`config.mk`:
```
export PLATFORM = sky130hd
export DESIGN_NAME = barrel_shifter_right_pipelined_flat
export DESIGN_NICKNAME = d
export VERILOG_FILES = /design/src/rtl/barrel_shifter_right_pipelined_if.sv /design/src/rtl/barrel_shifter_right_pipelined.sv /design/src/flat_wrapper.sv
export SDC_FILE = /design/constraint.sdc
export NUM_CORES = 1
export LEC_CHECK = 0
export ABC_CLOCK_PERIOD_IN_PS = 2000
export BUFFER_PORTS_ARGS = -buffer_cell sky130_fd_sc_hd__buf_4
export CORE_MARGIN = 1.5
export CORE_UTILIZATION = 35
export CTS_CLUSTER_SIZE = 14
export DETAILED_ROUTE_END_ITERATION = 6
export GPL_TIMING_DRIVEN = 0
export MAX_ROUTING_LAYER = met4
export PLACE_DENSITY = 0.51
export SLEW_MARGIN = 20
export SYNTH_ARGS = -nofsm -noshare
export SYNTH_HDL_FRONTEND = slang
export SYNTH_SLANG_ARGS = --single-unit
```
`constraint.sdc`:
```
create_clock -name Clock -period 2 [get_ports Clock]
set_input_delay 0.3 -clock Clock [delete_from_list [all_inputs] [get_ports Clock]]
set_output_delay 0.3 -clock Clock [all_outputs]
set_load 0.02 [all_outputs]
```
`src/rtl/barrel_shifter_right_pipelined_if.sv`:
```
// Handshake/data bundle for barrel_shifter_right_pipelined.
//   master : producer/consumer side (drives In*, Mode, ShiftIn, OutReady)
//   slave  : the shifter (drives InReady, OutValid, Out)
// Signals:
//   InValid/InReady           input-side handshake
//   In, ShiftAmount, Mode     operand, right shift distance, 00/11 logical,
//                             01 arithmetic, 10 rotate
//   ShiftIn                   fill bit for logical mode
//   OutValid/OutReady         output-side handshake
//   Out                       shifted result
interface barrel_shifter_right_pipelined_if #(
  parameter int WIDTH = 32
);
  localparam int AW = $clog2(WIDTH);

  logic             InValid;
  logic             InReady;
  logic [WIDTH-1:0] In;
  logic [AW-1:0]    ShiftAmount;
  logic [1:0]       Mode;
  logic             ShiftIn;
  logic             OutValid;
  logic             OutReady;
  logic [WIDTH-1:0] Out;

  modport master (
    output InValid, In, ShiftAmount, Mode, ShiftIn, OutReady,
    input  InReady, OutValid, Out
  );

  modport slave (
    input  InValid, In, ShiftAmount, Mode, ShiftIn, OutReady,
    output InReady, OutValid, Out
  );
endinterface

```
`src/rtl/barrel_shifter_right_pipelined.sv`:
```
// Pipelined right barrel shifter with valid/ready flow control.
// log2(WIDTH) registered stages; stage k shifts by 2^(S-k) when bit (S-k)
// of the carried ShiftAmount is set. Modes: logical (ShiftIn fill),
// arithmetic (sign fill), rotate; Mode 11 acts as logical.
// Ports:
//   Clock    rising-edge clock
//   Reset_n  asynchronous active-low reset; clears every stage
//   bus      slave modport of barrel_shifter_right_pipelined_if
module barrel_shifter_right_pipelined #(
  parameter int WIDTH = 32
) (
  input  logic                                 Clock,
  input  logic                                 Reset_n,
  barrel_shifter_right_pipelined_if.slave      bus
);
  localparam int S = $clog2(WIDTH);

  // Per-stage registers
  logic [S:1]       v_q;
  logic [WIDTH-1:0] data_q [1:S];
  logic [S-1:0]     amt_q  [1:S];
  logic [1:0]       mode_q [1:S];
  logic             fill_q [1:S];

  // What each stage would load: the previous stage (or the input port)
  logic [S:1]       v_prev;
  logic [WIDTH-1:0] data_prev [1:S];
  logic [S-1:0]     amt_prev  [1:S];
  logic [1:0]       mode_prev [1:S];
  logic             fill_prev [1:S];
  logic [WIDTH-1:0] data_d    [1:S];

  // acc[k]: stage k may load this edge. acc[S+1] is the consumer.
  logic [S+1:1]     acc;
  logic             in_fill;

  // Fill is resolved once at the input so later stages never need the MSB.
  assign in_fill = (bus.Mode == 2'b01) ? bus.In[WIDTH-1] : bus.ShiftIn;

  genvar gi;
  generate
    for (gi = 1; gi <= S; gi++) begin : g_stage
      localparam int D = 1 << (S - gi);
      logic rot;

      if (gi == 1) begin : g_src_in
        assign v_prev[gi]    = bus.InValid;
        assign data_prev[gi] = bus.In;
        assign amt_prev[gi]  = bus.ShiftAmount;
        assign mode_prev[gi] = bus.Mode;
        assign fill_prev[gi] = in_fill;
      end else begin : g_src_stage
        assign v_prev[gi]    = v_q[gi-1];
        assign data_prev[gi] = data_q[gi-1];
        assign amt_prev[gi]  = amt_q[gi-1];
        assign mode_prev[gi] = mode_q[gi-1];
        assign fill_prev[gi] = fill_q[gi-1];
      end

      assign rot = (mode_prev[gi] == 2'b10);

      assign data_d[gi] = !amt_prev[gi][S-gi] ? data_prev[gi] :
                          rot ? {data_prev[gi][D-1:0], data_prev[gi][WIDTH-1:D]} :
                                {{D{fill_prev[gi]}},   data_prev[gi][WIDTH-1:D]};
    end
  endgenerate

  // Ready ripples backwards: an empty stage can always take a new entry,
  // a full one only if its successor is moving this edge.
  always_comb begin
    acc      = '0;
    acc[S+1] = bus.OutReady;
    for (int k = S; k >= 1; k--) begin
      acc[k] = ~v_q[k] | acc[k+1];
    end
  end

  always_ff @(posedge Clock or negedge Reset_n) begin
    if (!Reset_n) begin
      v_q <= '0;
      for (int k = 1; k <= S; k++) begin
        data_q[k] <= '0;
        amt_q[k]  <= '0;
        mode_q[k] <= '0;
        fill_q[k] <= 1'b0;
      end
    end else begin
      for (int k = 1; k <= S; k++) begin
        if (acc[k]) begin
          v_q[k] <= v_prev[k];
          // A bubble only clears V; payload fields keep their old contents.
          if (v_prev[k]) begin
            data_q[k] <= data_d[k];
            amt_q[k]  <= amt_prev[k];
            mode_q[k] <= mode_prev[k];
            fill_q[k] <= fill_prev[k];
          end
        end
      end
    end
  end

  assign bus.InReady  = acc[1];
  assign bus.OutValid = v_q[S];
  assign bus.Out      = data_q[S];
endmodule
```
`src/flat_wrapper.sv`:
```
// flat-port wrapper written by rule: the top's interface ports become plain ports
module barrel_shifter_right_pipelined_flat 
#(
  parameter int WIDTH = 32
)
  (Clock, Reset_n, bus_InValid, bus_In, bus_ShiftAmount, bus_Mode, bus_ShiftIn, bus_OutReady, bus_InReady, bus_OutValid, bus_Out);
  barrel_shifter_right_pipelined_if #(.WIDTH(WIDTH)) bus_i ();
  input  logic Clock;
  input  logic Reset_n;
  input wire logic [$bits(bus_i.InValid)-1:0] bus_InValid;
  input wire logic [$bits(bus_i.In)-1:0] bus_In;
  input wire logic [$bits(bus_i.ShiftAmount)-1:0] bus_ShiftAmount;
  input wire logic [$bits(bus_i.Mode)-1:0] bus_Mode;
  input wire logic [$bits(bus_i.ShiftIn)-1:0] bus_ShiftIn;
  input wire logic [$bits(bus_i.OutReady)-1:0] bus_OutReady;
  output wire logic [$bits(bus_i.InReady)-1:0] bus_InReady;
  output wire logic [$bits(bus_i.OutValid)-1:0] bus_OutValid;
  output wire logic [$bits(bus_i.Out)-1:0] bus_Out;
  assign bus_i.InValid = bus_InValid;
  assign bus_i.In = bus_In;
  assign bus_i.ShiftAmount = bus_ShiftAmount;
  assign bus_i.Mode = bus_Mode;
  assign bus_i.ShiftIn = bus_ShiftIn;
  assign bus_i.OutReady = bus_OutReady;
  assign bus_InReady = bus_i.InReady;
  assign bus_OutValid = bus_i.OutValid;
  assign bus_Out = bus_i.Out;
  barrel_shifter_right_pipelined #(.WIDTH(WIDTH)) u_core (.Clock(Clock), .Reset_n(Reset_n), .bus(bus_i));
endmodule
```
==> results.json <==
{
  "final_cell_mix": "dfrtp_1, nand2_1, mux2i_1, o21ai_0, buf_4",
  "clk_latency_ps": 430,
  "max_freq_mhz": 537,
  "hold_violations": 0,
  "ys_types": 29,
  "r2r_setup_slack_ps": 240,
  "syn_nets": 855,
  "crit_chain": "nand4b_4, or2_2, buf_4",
  "synthTopCellsByArea": "dfrtp_1, mux2i_1, o21ai_0, nand2_1, a21o_1",
  "period_share_pct": 93.2,
  "grt_max_degree": 96,
  "grt_pass1_wl_um": 33400,
  "design_area_um2": 10300,
  "startpoint_type": "register",
  "grt_use_total_pct": 17.1,
  "outcome": "finished clean",
  "yosys_warnings": 0,
  "fillers": 2445,
  "ff2ff_path_depth": 4,
  "grt_setup_unrepaired": "no",
  "post_cts.repair.setup_buffers": 0,
  "end_kind": "primary output",
  "viasPerCell": 4.75,
  "syn_area_um2": 8660,
  "io_buffers": 76,
  "die_h_um": 160,
  "max_stage_delay_ps": 440,
  "tritoncts": "done",
  "synth_top_cell_by_area": "dfrtp_1",
  "final_antenna_net_count": 0,
  "overflow": 0,
  "drt-wirelength-per-cell_um": 16.2,
  "start_util_pct": 35.6,
  "synth_seq_cells": 187,
  "hpwl_um": 15500,
  "worstSetupPathType": "reg2out",
  "finalMaxSlewViolations": 0,
  "die_w_um": 160,
  "maxSlewHeadroom_pct": 61.2,
  "syn-instance-count": 811,
  "clockBufferDepth": 2,
  "synth.avg_cell_area_um2": 10.7,
  "fin_setup_tns_ps": 0,
  "yosysSeqAreaShare_pct": 54.1,
  "cts_max_level": 4,
  "power_density_nw_per_um2": 1360,
  "wl_um": 20200,
  "setup_viol": 0,
  "placed_cell_area_um2": 9690,
  "hold_depth": 2,
  "drc": 0,
  "cts_num_sinks": 187,
  "holdWs_ps": 91.4,
  "numCtsBuffers": 17,
  "antenna_cells": 0,
  "drv_cap": 0,
  "final_common_cell": "dfrtp_1",
  "clk_pin_slew_ps": 70,
  "gp_congestion": 0.781,
  "syn_to_final_growth_pct": 19.3,
  "cp_max_fo": 6,
  "cp_data_required_time_ps": 1700,
  "hold_class": "in2reg",
  "first_pass_iters": 4,
  "tightest_slew_ps": 582,
  "power.leakage_uw": 0.00493,
  "clock-skew-final_ps": 8.00,
  "ioPinCount": 78,
  "yosysTopAreaCellShare_pct": 54.1,
  "cpMaxStageDelayCell": "dfrtp_1",
  "dr_total_vias": 5923,
  "drive_gt1_share_pct": 17.9,
  "fin_nets": 953,
  "first_global_vias": 6120,
  "placementRows": 57,
  "drtIter0Drc": 317,
  "worstPathArrival_ps": 1560,
  "dieArea_um2": 25700,
  "ir_worst_vdd_mv": 0.551,
  "antenna_found_initial": 0,
  "core_area_um2": 24300,
  "fin_crit_ps": 1860,
  "root_buffer": "clkbuf_16"
}
## registers in the layout, summed over array words and instances, names as in the netlist
register	count
u_core.bus.Out	32
u_core.data_prev	128
u_core.fill_prev	4
u_core.v_q	5
u_core.amt_prev	10
u_core.mode_prev	8
## through the flow
step / total power [uW] / setup slack (ps) / cells / util, %
4_1_cts: 14200 / 104 / 1246 / 42.5
3_5_place_dp: 10600 / 176 / 1213 / 39.9
3_3_place_gp: 10500 / -649 / 1211 / 39.6
2_1_floorplan: 8920 / 442 / 811 / -
5_1_grt: 15000 / 44.9 / 1246 / 42.5
6_report: 14000 / 137 / 1246 / 42.5
## cell usage after synthesis (all sizes together)
cell type  instances
nand4b             1
a21o              30
nor3               1
a311oi            15
a21oi              3
buf               36
o21ai            132
and3b              1
o21bai             1
mux2i            145
and2b              1
nor2b              3
or2                1
nand2b             8
nand3b             1
nand2            151
a211oi            15
dfrtp            187
mux2              21
o31ai              1
clkbuf            25
nor2              30
inv                1
a31oi              1
## logic make-up after synthesis
| family | share of synthesized area, % |
|---|---|
| buffers and inverters | 3.30 |
| AND/OR/NAND/NOR | 9.32 |
| flip-flops | 54.1 |
| multiplexers | 19.5 |
| AO/OA/AOI/OAI | 13.8 |
## layout make-up
cell class / instances / area, um^2 / share of cell area [%]
flip-flops and latches: 187 / 4680 / 45.3
multi-input cells: 562 / 3690 / 35.7
repair buffers: 79 / 643 / 6.23
clock buffers: 18 / 439 / 4.25
well taps: 324 / 405 / 3.92
plain buffers: 61 / 282 / 2.73
clock inverters: 14 / 185 / 1.79
inverters: 1 / 3.75 / 0.0363
## worst paths after layout
| check | startpoint | to |
|---|---|---|
| setup reg to reg | u_core.v_q[5] | u_core.data_prev[85] |
| setup / recovery | u_core.v_q[5] | bus_InReady |
| max in group asynchronous | Reset_n | u_core.data_prev[108] |
| min in group asynchronous | Reset_n | u_core.bus.Out[31] |
| hold reg to reg | u_core.bus.Out[5] | u_core.bus.Out[5] |
| hold / removal | bus_ShiftAmount[2] | u_core.amt_prev[17] |
## timing repair
action / 4_1_cts / 5_1_grt
gates resized for setup: 0 / 0
hold buffers: 1 / 0
endpoints found under the setup margin: 0 / 0
endpoints found under the hold margin: 35 / 0
## critical path: cells and delay by family (launching register included)
family                 cells  cell delay [ps]
and+or+nand+nor            2              520
buffers and inverters      1              160
DFF                        1              440
## routing by layer
layer,share of wire [%],global-route usage [%],up-vias
met5,0,-,-
met4,1.8,5.65,0
met3,2.7,2.70,27
met2,48,27.9,104
met1,48,21.6,2747
li1,-,-,3045
## power breakdown
group / internal (uW) / switching [uW]
clock: 2040 / 1540
sequential: 5090 / 1030
combinational: 1980 / 2340
total: 9110 / 4910
Note: power is estimated with default switching activity, not from simulation.
